**src/rtl/deslocamento_esquerda.sv**
```systemverilog
// deslocamento_esquerda: registered logical left shift by a fixed SHIFT, zero-filled LSBs.
// Define DESLOCAMENTO_ESQUERDA_OVERFLOW_EN to add the registered overflow port.
module deslocamento_esquerda #(
    parameter int WIDTH = 32,
    parameter int SHIFT = 2
) (
    input  logic             clock,
    input  logic [WIDTH-1:0] sinal_original,
    output logic [WIDTH-1:0] sinal_deslocado,
    input  logic             reset_n
`ifdef DESLOCAMENTO_ESQUERDA_OVERFLOW_EN
    ,
    output logic             overflow
`endif
);
    logic [WIDTH-1:0] deslocado_d, deslocado_q;

    if (WIDTH < 2 || WIDTH > 64) begin : g_bad_width
        $error("deslocamento_esquerda: WIDTH must be 2..64");
    end
    if (SHIFT < 0 || SHIFT > WIDTH - 1) begin : g_bad_shift
        $error("deslocamento_esquerda: SHIFT must be 0..WIDTH-1");
    end

    assign deslocado_d = sinal_original << SHIFT;

    always_ff @(posedge clock or negedge reset_n) begin
        if (!reset_n)
            deslocado_q <= '0;
        else
            deslocado_q <= deslocado_d;
    end

    assign sinal_deslocado = deslocado_q;

`ifdef DESLOCAMENTO_ESQUERDA_OVERFLOW_EN
    logic overflow_d, overflow_q;

    // A zero-width slice is illegal, so SHIFT = 0 gets a constant flag.
    if (SHIFT == 0) begin : g_ovf_none
        assign overflow_d = 1'b0;
    end else begin : g_ovf
        assign overflow_d = |sinal_original[WIDTH-1 -: SHIFT];
    end

    always_ff @(posedge clock or negedge reset_n) begin
        if (!reset_n)
            overflow_q <= 1'b0;
        else
            overflow_q <= overflow_d;
    end

    assign overflow = overflow_q;
`endif
endmodule

```
**config.mk**
```make
export PLATFORM = sky130hd
export DESIGN_NAME = deslocamento_esquerda
export DESIGN_NICKNAME = d
export VERILOG_FILES = /design/src/rtl/deslocamento_esquerda.sv
export SDC_FILE = /design/constraint.sdc
export NUM_CORES = 1
export LEC_CHECK = 0
export ABC_AREA = 1
export CORE_MARGIN = 2
export CORE_UTILIZATION = 27
export CTS_BUF_LIST = sky130_fd_sc_hd__clkbuf_8
export DETAILED_ROUTE_END_ITERATION = 8
export HOLD_SLACK_MARGIN = 0.03
export PLACE_DENSITY = 0.81
export SLEW_MARGIN = 20
export SYNTH_ARGS = -nofsm -noshare
export SYNTH_HDL_FRONTEND = slang
export SYNTH_SLANG_ARGS = --single-unit
```
**constraint.sdc**
```tcl
create_clock -name clock -period 1.2 [get_ports clock]
set_input_delay 0.24 -clock clock [delete_from_list [all_inputs] [get_ports clock]]
set_output_delay 0.24 -clock clock [all_outputs]
set_load 0.005 [all_outputs]
```
# Word-level counts from Yosys, hierarchy flattened
# Index checks and enable logic that the tools add are counted.
dict set report totals {
  reg_bits 30
  input_bits 34
  out_inout_bits 32
  word_cells 1
}

# Logic depth before layout (Yosys ltp)
# Gate-level depths: netlist of the first run.
dict set report logic_depth {
  ltp_word 0
  depth_mapped 1
  depth_no_buf 0
}

# Worst setup path after synthesis of the first run
# No wires, ideal clock.
dict set report synth_path {
  kind {register to output}
  from {register deslocado_q[10], in the netlist sinal_deslocado[10]}
  to {output port sinal_deslocado[10]}
  arrival_ns 0.349
  required_time_ns 0.960
  setup_slack_ns 0.611
  path_stages_with_launch 1
  path_cell_list {dfrtp_1}
}
# element line
set synth_lines {}
lappend synth_lines {{from (decl)} 16} ;# logic [WIDTH-1:0] deslocado_d, deslocado_q;
lappend synth_lines {{from (signal assigned)} 31} ;# deslocado_q <= deslocado_d;
lappend synth_lines {{to (decl)} 9} ;# output logic [WIDTH-1:0] sinal_deslocado,
# No word-level cell between the ends.

# Worst setup path in the final report of the first run
dict set report layout_path {
  from {register deslocado_q[16], in the netlist sinal_deslocado[16]}
  to {output port sinal_deslocado[16]}
}
# No word-level cell between the ends.

==> impl_metrics.py, run 1 <==
metrics = {
    "outcome": {
        "status": "finished clean",
    },
    "grt": {
        "grt_max_degree": 31,
        "grt.total_usage": 0.1217,
        "grt_pass1_vias": 602,
        "grt_pass1_wl_um": 2739,
        "antenna_found_initial": 0,
        "grt-ovfl-total": 0,
    },
    "final_layout": {
        "num_antenna_cells": 0,
        "finalNonFillerCells": 132,
        "finalNetCount": 135,
        "largest_register_ffs": 30,
        "drive_gt1_frac": 0.05941,
        "area_delta_synth_final_pct": 90.57,
    },
    "floorplan": {
        "die_y_um": 57.39,
        "dieArea_um2": 3293,
        "die_x_um": 57.39,
        "start_util": 0.2815,
        "rows": 19,
        "coreArea_um2": 2734,
        "ioPinCount": 66,
    },
    "yosys": {
        "yosysWarnings": 0,
        "synthesis.area_um2": 769.5,
        "ys_seq_area_frac": 0.9756,
        "ys_top_cells_by_area": "dfrtp_1 98%, buf_4 2.0%, conb_1 0.49%",
        "yosysUniqueCellTypes": 3,
        "yosysMostFrequentCell": "dfrtp_1",
        "syn_avg_cell_area_um2": 23.32,
        "synth_cells": 33,
        "synth_top_area_share": 0.9756,
        "synthTopCellsByCount": "30 x dfrtp_1, 2 x buf_4, 1 x conb_1",
        "synthArstFlopShare": 1.000,
        "synth-main-ff-cell": "dfrtp_1",
        "synth_edf_count": 0,
        "yosys.area.top_type": "dfrtp_1",
        "ys_seq_elements": 30,
    },
    "setup_path": {
        "crit_family": "flip-flops",
        "cp-start-kind": "flip-flop",
        "cp.arrival_ns": 0.90,
        "critical_path.max_fanout": 1,
        "slowest_stage": "dfrtp_1",
        "cpPeakStageDelay_ns": 0.36,
        "worstSetupEndpointType": "primary output",
        "required_ns": 0.96,
        "crit_chain": "dlygate4sd2_1",
        "critPathKind": "reg -> out",
        "worst-path-buf-inv": 1,
    },
    "clock_tree": {
        "cts-root-buf": "clkbuf_8",
        "cts_tree": "done",
        "clockBufferDepth": 2,
        "h-tree-depth": 2,
        "cts.reportedPaths.clkPinSlew_ns": 0.06,
        "cts_buffers": 5,
        "cts-resized-gates": 30,
        "cts.sinks": 30,
        "post_cts_buffers": 0,
        "postCtsHoldBufs": 0,
    },
    "route": {
        "vias": 505,
        "ant_nets": 0,
        "wire_per_inst_um": 12.92,
        "first_iter_violations": 21,
        "drt-total-wl_um": 1706,
        "first_pass_iters": 5,
        "drc": 0,
        "viasPerCell": 3.826,
    },
    "timing": {
        "maxSlewViolCount": 0,
        "setup_viol": 0,
        "fin_crit_ns": 1.141,
        "setup-tns-final_ns": 0,
        "finalCritPeriodShare": 0.9509,
        "rsz0062_at_grt": "no",
        "max_freq_ghz": 0.8763,
        "hold_viol_final": 0,
    },
    "placed_design": {
        "dpl.cell_count": 125,
        "io_buffers": 61,
        "dp_hpwl_um": 1327,
        "gp_congestion": 0.5691,
    },
    "pwr": {
        "p_leak_nw": 0.6912,
        "power_frac_clock": 0.354,
        "switching_power_mw": 0.3896,
        "combPwrFrac": 0.102,
        "peakVddDrop_v": 0.001016,
        "seqPwrFrac": 0.544,
        "power.internal_mw": 1.585,
        "power.density_nw_per_um2": 1346,
        "total_power_mw": 1.974,
        "swShare": 0.1974,
    },
    "job": {
        "cap_violations": 0,
    },
    "worst_hold_path": {
        "hold_path_class": "in -> async",
    },
}
[cells in the final DEF (no fill, tap or decap)]
master / netlist / routed
dlygate4sd2_1: 0 / 30
inv_1: 0 / 2
clkdlybuf4s50_1: 0 / 31
buf_12: 0 / 1
conb_1: 1 / 2
dfrtp_1: 30 / 30
clkbuf_8: 0 / 5
[area by class of cell]
| type | count | area, µm² |
|---|---|---|
| Multi-Input combinational cell | 2 | 7.507 |
| Timing Repair Buffer | 62 | 593.1 |
| Clock buffer | 5 | 68.82 |
| Sequential cell | 30 | 750.7 |
| Fill cell | 255 | 1267 |
| Clock inverter | 2 | 7.507 |
| Tap cell | 31 | 38.79 |
[cell families after synthesis]
kind of cell           synth area share
buffers and inverters           0.01951
other                          0.004873
DFF                              0.9756
[per-stage QoR]
stage / instance area, µm² / hold slack (ns) / setup slack [ns] / utilization
final: 1466 / 0.3289 / 0.05890 / 0.5364
after floorplan: 773.2 / -0.05559 / 0.6107 / -
after detailed placement: 1428 / 0.6237 / 0.1356 / 0.5222
after global routing: 1466 / 0.3313 / 0.008973 / 0.5364
after global placement: 1428 / 0.6214 / 0.1497 / 0.5222
after CTS: 1466 / 0.3292 / 0.03554 / 0.5364
[how the worst max path moves through the flow]
stage          cells after the start  slack (ns)                  end           startpoint
2_1_floorplan                      0        0.61  sinal_deslocado[10]  sinal_deslocado[10]
4_1_cts                            1        0.04  sinal_deslocado[16]  sinal_deslocado[16]
5_1_grt                            1       0.009  sinal_deslocado[16]  sinal_deslocado[16]
3_5_place_dp                       1        0.14  sinal_deslocado[16]  sinal_deslocado[16]
6_report                           1        0.06  sinal_deslocado[16]  sinal_deslocado[16]
3_3_place_gp                       1        0.15  sinal_deslocado[24]  sinal_deslocado[24]
[metal layers]
layer,global-route usage,vias to the layer above,routed length [µm]
li1,-,228,-
met1,0.09630,240,479
met2,0.2127,37,996
met3,0.09977,0,230
met4,0.04983,0,0
met5,0,-,0
[power groups by stage]
stage | clock network [mW] | registers, mW | logic, mW
floorplan | 0 | 1.10 | 0.00608
global placement | 0 | 1.09 | 0.237
detailed placement | 0 | 1.09 | 0.244
CTS | 0.743 | 1.07 | 0.208
global route | 0.801 | 1.08 | 0.219
finish | 0.699 | 1.07 | 0.202
Note: power is estimated with default switching activity, not from simulation.
==> inputs of run 2 (changes only) <==
Settings changed: CTS_CLUSTER_DIAMETER set to 50.
==> results of run 2 <==
No change in the layout: final DEF, timing and power equal those of run 1.
==> inputs of run 3 (changes only) <==
Settings changed: HOLD_SLACK_MARGIN 0.03 to unset, SLEW_MARGIN 20 to unset.
==> results of run 3 <==
No change in the layout: final DEF, timing and power equal those of run 1.
